### src/rtl/capture_buffer_ctrl.sv
// capture_buffer_ctrl: multi-channel sample capture buffer.
// Fills on sample strobes, streams out over valid/ready after a start delay.
module capture_buffer_ctrl #(
  parameter int WORD_WIDTH = 24,
  parameter int NUM_CH     = 2,
  parameter int ADDR_WIDTH = 3,
  parameter int READ_DELAY = 7
) (
  input  logic                         clk,
  input  logic                         reset,
  input  logic                         begin_write,
  input  logic                         continuous,
  input  logic                         sample,
  input  logic [NUM_CH*WORD_WIDTH-1:0] sample_data,
  input  logic                         begin_read,
  input  logic                         abort,
  input  logic                         rd_ready,
  output logic [NUM_CH*WORD_WIDTH-1:0] rd_data,
  output logic                         rd_valid,
  output logic                         rd_last,
  output logic [ADDR_WIDTH-1:0]        rd_index,
  output logic                         write_complete,
  output logic                         busy,
  output logic                         overrun
);

  localparam int DW    = NUM_CH * WORD_WIDTH;
  localparam int DEPTH = 2 ** ADDR_WIDTH;
  localparam int CW    = (READ_DELAY > 0) ? $clog2(READ_DELAY + 1) : 1;

  localparam logic [ADDR_WIDTH-1:0] A_LAST = ADDR_WIDTH'(DEPTH - 1);
  localparam logic [CW-1:0] C_LAST =
    (READ_DELAY > 0) ? CW'(READ_DELAY - 1) : '0;

  typedef enum logic [2:0] {
    S_IDLE,
    S_FILL,
    S_FULL,
    S_DELAY,
    S_READ
  } state_t;

  state_t                state_q, state_d;
  logic [ADDR_WIDTH-1:0] wr_addr_q, wr_addr_d;
  logic [ADDR_WIDTH-1:0] rd_addr_q, rd_addr_d;
  logic [CW-1:0]         cnt_q, cnt_d;
  logic                  cont_q, cont_d;
  logic                  ovr_q, ovr_d;
  logic                  wc_q, wc_d;
  logic                  busy_q, busy_d;
  logic                  fdone_q, fdone_d;

  logic                  p1_v_q, p1_v_d;
  logic [ADDR_WIDTH-1:0] p1_idx_q, p1_idx_d;
  logic                  p1_last_q, p1_last_d;
  logic [DW-1:0]         mem_rdata;
  logic [DW-1:0]         mem [DEPTH];

  logic [DW-1:0]         fdata_q [2];
  logic [DW-1:0]         fdata_d [2];
  logic [ADDR_WIDTH-1:0] fidx_q [2];
  logic [ADDR_WIDTH-1:0] fidx_d [2];
  logic [1:0]            flast_q, flast_d;
  logic [1:0]            fcnt_q, fcnt_d;
  logic                  fwp_q, fwp_d;
  logic                  frp_q, frp_d;

  logic                  pop;
  logic                  push;
  logic                  issue;
  logic                  last_xfer;
  logic                  mem_we;
  logic [1:0]            occ_left;

  assign rd_valid       = (fcnt_q != 2'd0);
  assign rd_data        = rd_valid ? fdata_q[frp_q] : '0;
  assign rd_index       = rd_valid ? fidx_q[frp_q] : '0;
  assign rd_last        = rd_valid & flast_q[frp_q];
  assign write_complete = wc_q;
  assign busy           = busy_q;
  assign overrun        = ovr_q;

  assign pop       = rd_valid & rd_ready;
  assign push      = p1_v_q;
  assign last_xfer = pop & flast_q[frp_q];
  assign occ_left  = fcnt_q + {1'b0, p1_v_q} - {1'b0, pop};
  assign issue     = (state_q == S_READ) & ~fdone_q &
                     (occ_left < 2'd2) & ~abort;
  assign mem_we    = (state_q == S_FILL) & sample & ~abort;

  // Next-state: control FSM, read prefetch and 2-entry output skid.
  always_comb begin
    state_d   = state_q;
    wr_addr_d = wr_addr_q;
    rd_addr_d = rd_addr_q;
    cnt_d     = cnt_q;
    cont_d    = cont_q;
    ovr_d     = ovr_q;
    wc_d      = wc_q;
    fdone_d   = fdone_q;
    p1_v_d    = issue;
    p1_idx_d  = p1_idx_q;
    p1_last_d = p1_last_q;
    fdata_d   = fdata_q;
    fidx_d    = fidx_q;
    flast_d   = flast_q;
    fcnt_d    = fcnt_q + {1'b0, push} - {1'b0, pop};
    fwp_d     = fwp_q ^ push;
    frp_d     = frp_q ^ pop;

    if (push) begin
      fdata_d[fwp_q] = mem_rdata;
      fidx_d[fwp_q]  = p1_idx_q;
      flast_d[fwp_q] = p1_last_q;
    end

    if (issue) begin
      p1_idx_d  = rd_addr_q;
      p1_last_d = (rd_addr_q == A_LAST);
      rd_addr_d = rd_addr_q + ADDR_WIDTH'(1);
      if (rd_addr_q == A_LAST) fdone_d = 1'b1;
    end

    if (abort) begin
      state_d = S_IDLE;
      wc_d    = 1'b0;
      fcnt_d  = 2'd0;
      fwp_d   = 1'b0;
      frp_d   = 1'b0;
      p1_v_d  = 1'b0;
    end else begin
      if (sample && (state_q inside {S_FULL, S_DELAY, S_READ}))
        ovr_d = 1'b1;
      unique case (state_q)
        S_IDLE: begin
          if (begin_write) begin
            state_d   = S_FILL;
            wr_addr_d = '0;
            cont_d    = continuous;
            ovr_d     = 1'b0;
          end
        end
        S_FILL: begin
          if (sample) begin
            wr_addr_d = wr_addr_q + ADDR_WIDTH'(1);
            if (wr_addr_q == A_LAST) begin
              state_d = S_FULL;
              wc_d    = 1'b1;
            end
          end
        end
        S_FULL: begin
          if (begin_read) begin
            if (READ_DELAY == 0) begin
              state_d   = S_READ;
              rd_addr_d = '0;
              fdone_d   = 1'b0;
            end else begin
              state_d = S_DELAY;
              cnt_d   = '0;
            end
          end
        end
        S_DELAY: begin
          if (cnt_q == C_LAST) begin
            state_d   = S_READ;
            rd_addr_d = '0;
            fdone_d   = 1'b0;
          end else begin
            cnt_d = cnt_q + CW'(1);
          end
        end
        S_READ: begin
          if (last_xfer) begin
            wc_d = 1'b0;
            if (cont_q) begin
              state_d   = S_FILL;
              wr_addr_d = '0;
            end else begin
              state_d = S_IDLE;
            end
          end
        end
        default: state_d = S_IDLE;
      endcase
    end

    busy_d = (state_d != S_IDLE);
  end

  // Sample memory: not cleared by reset, one-cycle registered read.
  always_ff @(posedge clk) begin
    if (mem_we) mem[wr_addr_q] <= sample_data;
    if (issue) mem_rdata <= mem[rd_addr_q];
  end

  // Control, prefetch and skid registers.
  always_ff @(posedge clk or negedge reset) begin
    if (!reset) begin
      state_q   <= S_IDLE;
      wr_addr_q <= '0;
      rd_addr_q <= '0;
      cnt_q     <= '0;
      cont_q    <= 1'b0;
      ovr_q     <= 1'b0;
      wc_q      <= 1'b0;
      busy_q    <= 1'b0;
      fdone_q   <= 1'b0;
      p1_v_q    <= 1'b0;
      p1_idx_q  <= '0;
      p1_last_q <= 1'b0;
      fdata_q   <= '{default: '0};
      fidx_q    <= '{default: '0};
      flast_q   <= '0;
      fcnt_q    <= '0;
      fwp_q     <= 1'b0;
      frp_q     <= 1'b0;
    end else begin
      state_q   <= state_d;
      wr_addr_q <= wr_addr_d;
      rd_addr_q <= rd_addr_d;
      cnt_q     <= cnt_d;
      cont_q    <= cont_d;
      ovr_q     <= ovr_d;
      wc_q      <= wc_d;
      busy_q    <= busy_d;
      fdone_q   <= fdone_d;
      p1_v_q    <= p1_v_d;
      p1_idx_q  <= p1_idx_d;
      p1_last_q <= p1_last_d;
      fdata_q   <= fdata_d;
      fidx_q    <= fidx_d;
      flast_q   <= flast_d;
      fcnt_q    <= fcnt_d;
      fwp_q     <= fwp_d;
      frp_q     <= frp_d;
    end
  end

endmodule

### config.mk
export PLATFORM = sky130hd
export DESIGN_NAME = capture_buffer_ctrl
export DESIGN_NICKNAME = d
export VERILOG_FILES = /design/src/rtl/capture_buffer_ctrl.sv
export SDC_FILE = /design/constraint.sdc
export NUM_CORES = 1
export LEC_CHECK = 0
export ABC_AREA = 1
export BUFFER_PORTS_ARGS = -buffer_cell sky130_fd_sc_hd__buf_2
export CORE_ASPECT_RATIO = 0.5
export CORE_MARGIN = 4
export CORE_UTILIZATION = 40
export DETAILED_ROUTE_END_ITERATION = 6
export GPL_ROUTABILITY_DRIVEN = 0
export GPL_TIMING_DRIVEN = 1
export PLACE_DENSITY_LB_ADDON = 0.08
export SLEW_MARGIN = 40
export SYNTH_ARGS = -nofsm -noshare
export SYNTH_HDL_FRONTEND = slang
export SYNTH_SLANG_ARGS = --single-unit
### constraint.sdc
create_clock -name clk -period 5.4 [get_ports clk]
set_input_delay 0.54 -clock clk [delete_from_list [all_inputs] [get_ports clk]]
set_output_delay 0.54 -clock clk [all_outputs]
set_load 0.05 [all_outputs]
* After elaboration in Yosys (flattened, before gate mapping) *
Memories as Yosys holds them, arrays and structs flattened. A register that Yosys moved wholly into a read port is not among the register bits.
Cells that the tools add are included.

operators by class
  add/subtract/negate cells = 5
  $mul = 0
  div/mod/pow operators = 0
  magnitude comparators = 7
  equal/unequal tests = 16
  shifts and indexed selects = 0
  mux-type cells = 59
  bitwise operators = 14
  reduce and logical (&&, ||, !) cells = 14

operators by type and width
  operator                                                   count
  2-to-1 mux 48 bit                                          5
  bitwise mux 96 bit                                         1
  2-to-1 mux 3 bit                                           22
  demux 48 bit (select 1 bit)                                1
  2-to-1 mux 1 bit                                           21
  one-hot mux 3 bit (5 select lines)                         1
  == test 3 bit (second input constant)                      4
  inequality test 2 bit (second input constant)              6
  nonzero test 3 bit                                         4
  adder 3 x 1 -> 3 bit (second input constant)               3
  one-hot mux 3 bit (3 select lines)                         1
  AND 1 bit                                                  8
  AND reduction 4 bit                                        2
  bitwise mux 6 bit                                          1
  == test 3 x 2 -> 1 bit (second input constant)             2
  inequality test 3 bit (second input constant)              2
  one-hot mux 3 bit (2 select lines)                         1
  AND reduction 6 bit                                        1
  greater-or-equal comparator 2 bit (second input constant)  2
  < comparator 1 x 2 -> 1 bit (second input constant)        2
  NOT 1 -> 2 bit                                             2
  nonzero test 2 bit                                         2
  demux 3 bit (select 1 bit)                                 1
  == test 3 x 1 -> 1 bit (second input constant)             1
  15 further kinds                                           19

storage, ports and cells
  flip-flop bits (word level) = 130
  bits in latches = 0
  bits in writable memories = 384
  ROM bits = 0
  input bits = 56
  logic and storage cells = 136
  memories = 1

memory list
  memory  words  width  rd ports  clocked after memory_dff  write ports  line  source
  mem     8      48     1         1                         1            57    logic [DW-1:0] mem [DEPTH];

* Logic depth before layout (Yosys ltp) *
  depth in word-level cells = 10
  gate-level depth with buffers = 12

* Least setup slack after synthesis *
Ideal clock, no wire load.

  path type = input to register
  from = input abort
  to = memory mem[4][0] (netlist bit), enable pin
  arrival time = 5.580 ns
  data required time = 4.827 ns
  path slack = -0.753 ns
  cell stages on the path = 3
  path through = clkbuf_1 > clkbuf_1 > nor4_1

on the way
  cells in the longest elaborated chain, start to end = 4

ends and longest elaborated chain
  item                                    line  source
  start, declared                         16    input logic abort,
  NOT 1 bit (no source line)              --
  AND 1 bit                               89    assign mem_we = (state_q == S_FILL) & sample & ~abort;
  2-to-1 mux 1 bit                        193   if (mem_we) mem[wr_addr_q] <= sample_data;
  2-to-1 mux 1 bit (not written as such)  193
  end, declared                           57

Every way passes these cells.

* Worst setup path in the final report *
  from = register frp_q
  to = output rd_data[14]

on the way
  cells in the longest elaborated chain, start to end = 5

ends and longest elaborated chain
  item                                                  line  source
  start, declared                                       66    logic frp_q, frp_d;
  start signal, assigned                                236   frp_q <= frp_d;
  NOT 1 -> 2 bit (not written as such)                  76    assign rd_data = rd_valid ? fdata_q[frp_q] : '0;
  2-to-1 mux 48 bit (not written as such) (3 in a row)  76
  2-to-1 mux 48 bit                                     76
  end, declared                                         18    output logic [NUM_CH*WORD_WIDTH-1:0] rd_data,

Every way passes these cells. The select of a mux whose other input is x is not followed.

==> results.yml <==
synthesis:
  synth_warn: 0
  seq_area_frac_synth: 0.729
  netlist_area_um2: 22200
  net_count_synth: 1851
  synth-seq-cells: 562
  post_synth.cell_area_avg_um2: 12.5
  postSynthCellCount: 1786
  synth_cell_type_count: 31
floorplan:
  die_w_um: 342
  io_pins: 112
  core_area_um2: 54400
  fp.dieArea_um2: 59700
  die_h_um: 175
  initial_core_util: 0.409
  placement_rows: 60
status:
  run_status: "complete, but fails checks"
  violated_checks: "hold timing"
cells_and_area:
  final_cell_mix: "sky130_fd_sc_hd__edfxtp_1, sky130_fd_sc_hd__nand2_1, sky130_fd_sc_hd__o21ai_0"
  post_route_cell_area_um2: 25100
  postLayoutCoreUtil: 0.463
  area.growth.synth_to_final_pct: 13.0
  final_common_cell: "sky130_fd_sc_hd__edfxtp_1"
  finish.net_count: 1936
  final_cell_count_no_fill: 2661
  final_layout_size_suffix_gt1_frac: 0.149
power:
  static-leakage-power_nw: 9.35
  internal-power_mw: 6.75
  net_switching_power_mw: 1.95
  p_comb_frac: 0.051
  total_power_mw: 8.70
  power.sequential.fraction: 0.546
  power.share.switching: 0.224
  ir_drop_mv: 0.211
  cellPowerDensity_nw_per_um2: 346
  pwr-share-clk: 0.403
clocking:
  clock_path_buffers: 3
  clock_insertion_delay_worst_skew_ns: 0.59
  cts_tree: "built"
  cts_hold_buf: 0
  post_cts.repair.setup_buffers: 0
  cts.htree.levels: 2
  root_buffer: "sky130_fd_sc_hd__clkbuf_16"
  tritoncts_num_sinks: 562
  inserted_clock_buffers: 52
  post_cts.resized_instances: 0
  clk_pin_slew_ns: 0.06
critical_path:
  setup.worst_path.start_class: "register"
  r2r_cells: 6
  path_cells: "buf_4, o21ai_0, a21oi_1, buf_2"
  crit-reg2reg-capture: "mem[7][32]"
  cp_slowest_stage_delay_ns: 0.80
  crit_path_top_delay_cell: "sky130_fd_sc_hd__dfrtp_4"
  cp_num_buf_inv: 2
  crit_path_required_time_ns: 4.86
  critPathKind: "reg2out"
  critical_path.endpoint_type: "output pin"
  regToRegStartpoint: "state_q[2]"
  worst_path_dominant_cell_family: "flip-flops"
  setup.reg_to_reg.worst_slack_ns: 2.70
  critPathArrivalTime_ns: 2.59
  crit_fanout: 58
sta:
  drv_slew: 0
  timing.final.setup_violations: 0
  maxSlewHeadroom: 0.443
  timing.clock.skew_ns: 0.0226
  worstMarginPinSlew_ns: 0.836
  final-hold-violation-count: 23
  finalCriticalPeriod_ns: 3.13
  period_share: 0.580
  setup_total_negative_slack_ns: 0
  fmaxAchievable_mhz: 319
  unrepaired_setup_endpoints_after_global_routing: "no"
  worst_slack_ns: 2.27
  holdWs_ns: -0.0281
detailed_routing:
  via_count: 13700
  via_per_inst: 5.14
  routed_wire_length_per_instance_um: 20.8
  postRouteAntennaNets: 0
  detail_route.drc_violations: 0
  drt-initial-drc-count: 1279
  totalWireLength_mm: 55.3
  firstDrtPassIters: 5
placed_design:
  post-place-ws_ns: 2.23
  place.detailed.instances: 2559
  place_hpwl_mm: 31.7
  io_buffers: 111
  post_dp_cell_area_um2: 23500
grt:
  initial_antenna_violation_count: 4
  globalRouteOverflowTotal: 0
  first_global_vias: 12900
  grt_usage: 0.185
  global_route_wire_length_before_repair_mm: 84.1
  grt_start_max_net_pins: 142
hold_path:
  hold_path.class: "in2async"
job:
  max_cap_violations: 0
## state kept, by name, summed over array words and instances, names as in the netlist
name	cells
fwp_q	1
fcnt_q	2
cnt_q	3
write_complete	1
rd_addr_q	3
cont_q	1
p1_last_q	1
mem_rdata	48
p1_idx_q	3
frp_q	1
wr_addr_q	3
state_q	3
fdata_q	96
fidx_q	6
p1_v_q	1
fdone_q	1
flast_q	2
mem	384
overrun	1
busy	1
## synth_stat cells
cell type / instances / share of area
sky130_fd_sc_hd__buf_1: 8 / 0.0013
sky130_fd_sc_hd__nand3b_1: 1 / 0.00034
sky130_fd_sc_hd__ha_1: 9 / 0.0051
sky130_fd_sc_hd__nand2_1: 249 / 0.042
sky130_fd_sc_hd__nor4_1: 2 / 0.00056
sky130_fd_sc_hd__dfrtp_1: 130 / 0.15
sky130_fd_sc_hd__nor3_1: 2 / 0.00045
sky130_fd_sc_hd__nor2_4: 1 / 0.00051
sky130_fd_sc_hd__xor2_1: 1 / 0.00039
sky130_fd_sc_hd__mux2_2: 53 / 0.027
sky130_fd_sc_hd__edfxtp_1: 432 / 0.58
sky130_fd_sc_hd__a21oi_1: 55 / 0.012
sky130_fd_sc_hd__o21ai_0: 240 / 0.054
sky130_fd_sc_hd__nor3_2: 1 / 0.00045
sky130_fd_sc_hd__o21ai_1: 66 / 0.015
sky130_fd_sc_hd__nor2_1: 229 / 0.039
sky130_fd_sc_hd__nor2_2: 1 / 0.00028
sky130_fd_sc_hd__o22ai_1: 96 / 0.027
sky130_fd_sc_hd__clkbuf_1: 47 / 0.0079
sky130_fd_sc_hd__clkbuf_2: 6 / 0.0013
sky130_fd_sc_hd__buf_8: 1 / 0.00067
sky130_fd_sc_hd__buf_6: 14 / 0.0071
sky130_fd_sc_hd__a21boi_0: 2 / 0.00067
sky130_fd_sc_hd__nand2_2: 3 / 0.00084
sky130_fd_sc_hd__nand4_1: 2 / 0.00056
sky130_fd_sc_hd__inv_2: 2 / 0.00034
sky130_fd_sc_hd__inv_4: 1 / 0.00028
sky130_fd_sc_hd__buf_4: 7 / 0.0024
sky130_fd_sc_hd__nand3_1: 16 / 0.0036
sky130_fd_sc_hd__buf_2: 25 / 0.0056
sky130_fd_sc_hd__inv_1: 84 / 0.014
## power groups by stage
| stage | clock network, mW | logic, mW | registers [mW] |
|---|---|---|---|
| floorplan | 0 | 0.239 | 4.84 |
| global placement | 0 | 0.444 | 4.84 |
| detailed placement | 0 | 0.447 | 4.84 |
| CTS | 3.61 | 0.448 | 4.75 |
| global route | 3.80 | 0.504 | 4.75 |
| finish | 3.50 | 0.447 | 4.75 |
## logic make-up after synthesis
logic type	count (synthesis)	share of synthesized area
xor+xnor	1	0.000394
fa+ha+maj	9	0.00506
mux	53	0.0268
flops	562	0.729
compound gates	459	0.109
simple gates	507	0.0883
buf+inv	195	0.0412
## how the worst max path moves through the flow
stage / startpoint / endpoint / slack, ns / cells after the start
floorplan: abort / mem[4][0] / -0.75 / 3
global placement: abort / mem[2][8] / 2.20 / 5
detailed placement: abort / mem[6][34] / 2.23 / 5
CTS: frp_q / rd_data[14] / 2.18 / 4
global route: frp_q / rd_data[6] / 2.05 / 4
finish: frp_q / rd_data[14] / 2.27 / 4
## metal layers
metal  share of wire  vias up  track usage
li1                -     6505            -
met1            0.53     6852        0.313
met2            0.40      274        0.247
met3           0.053       50       0.0334
met4           0.011        0       0.0292
met5               0        -            0
## worst reg2reg max path: cells and delay by family (launching register included)
kind / cells / cell delay (ns)
AND/OR/NAND/NOR: 4 / 1.16
buffers and inverters: 2 / 0.73
flip-flops: 1 / 0.42
## cell type report
| type | instances | area (um2) |
|---|---|---|
| inverters | 87 | 342 |
| flip-flops and latches | 562 | 16200 |
| multi-input cells | 1029 | 5180 |
| clock inverters | 24 | 146 |
| fillers | 5045 | 29200 |
| diodes | 3 | 7.51 |
| repair buffers | 139 | 862 |
| clock buffers | 73 | 1440 |
| well taps | 744 | 931 |
(Power assumes the default switching activity.)
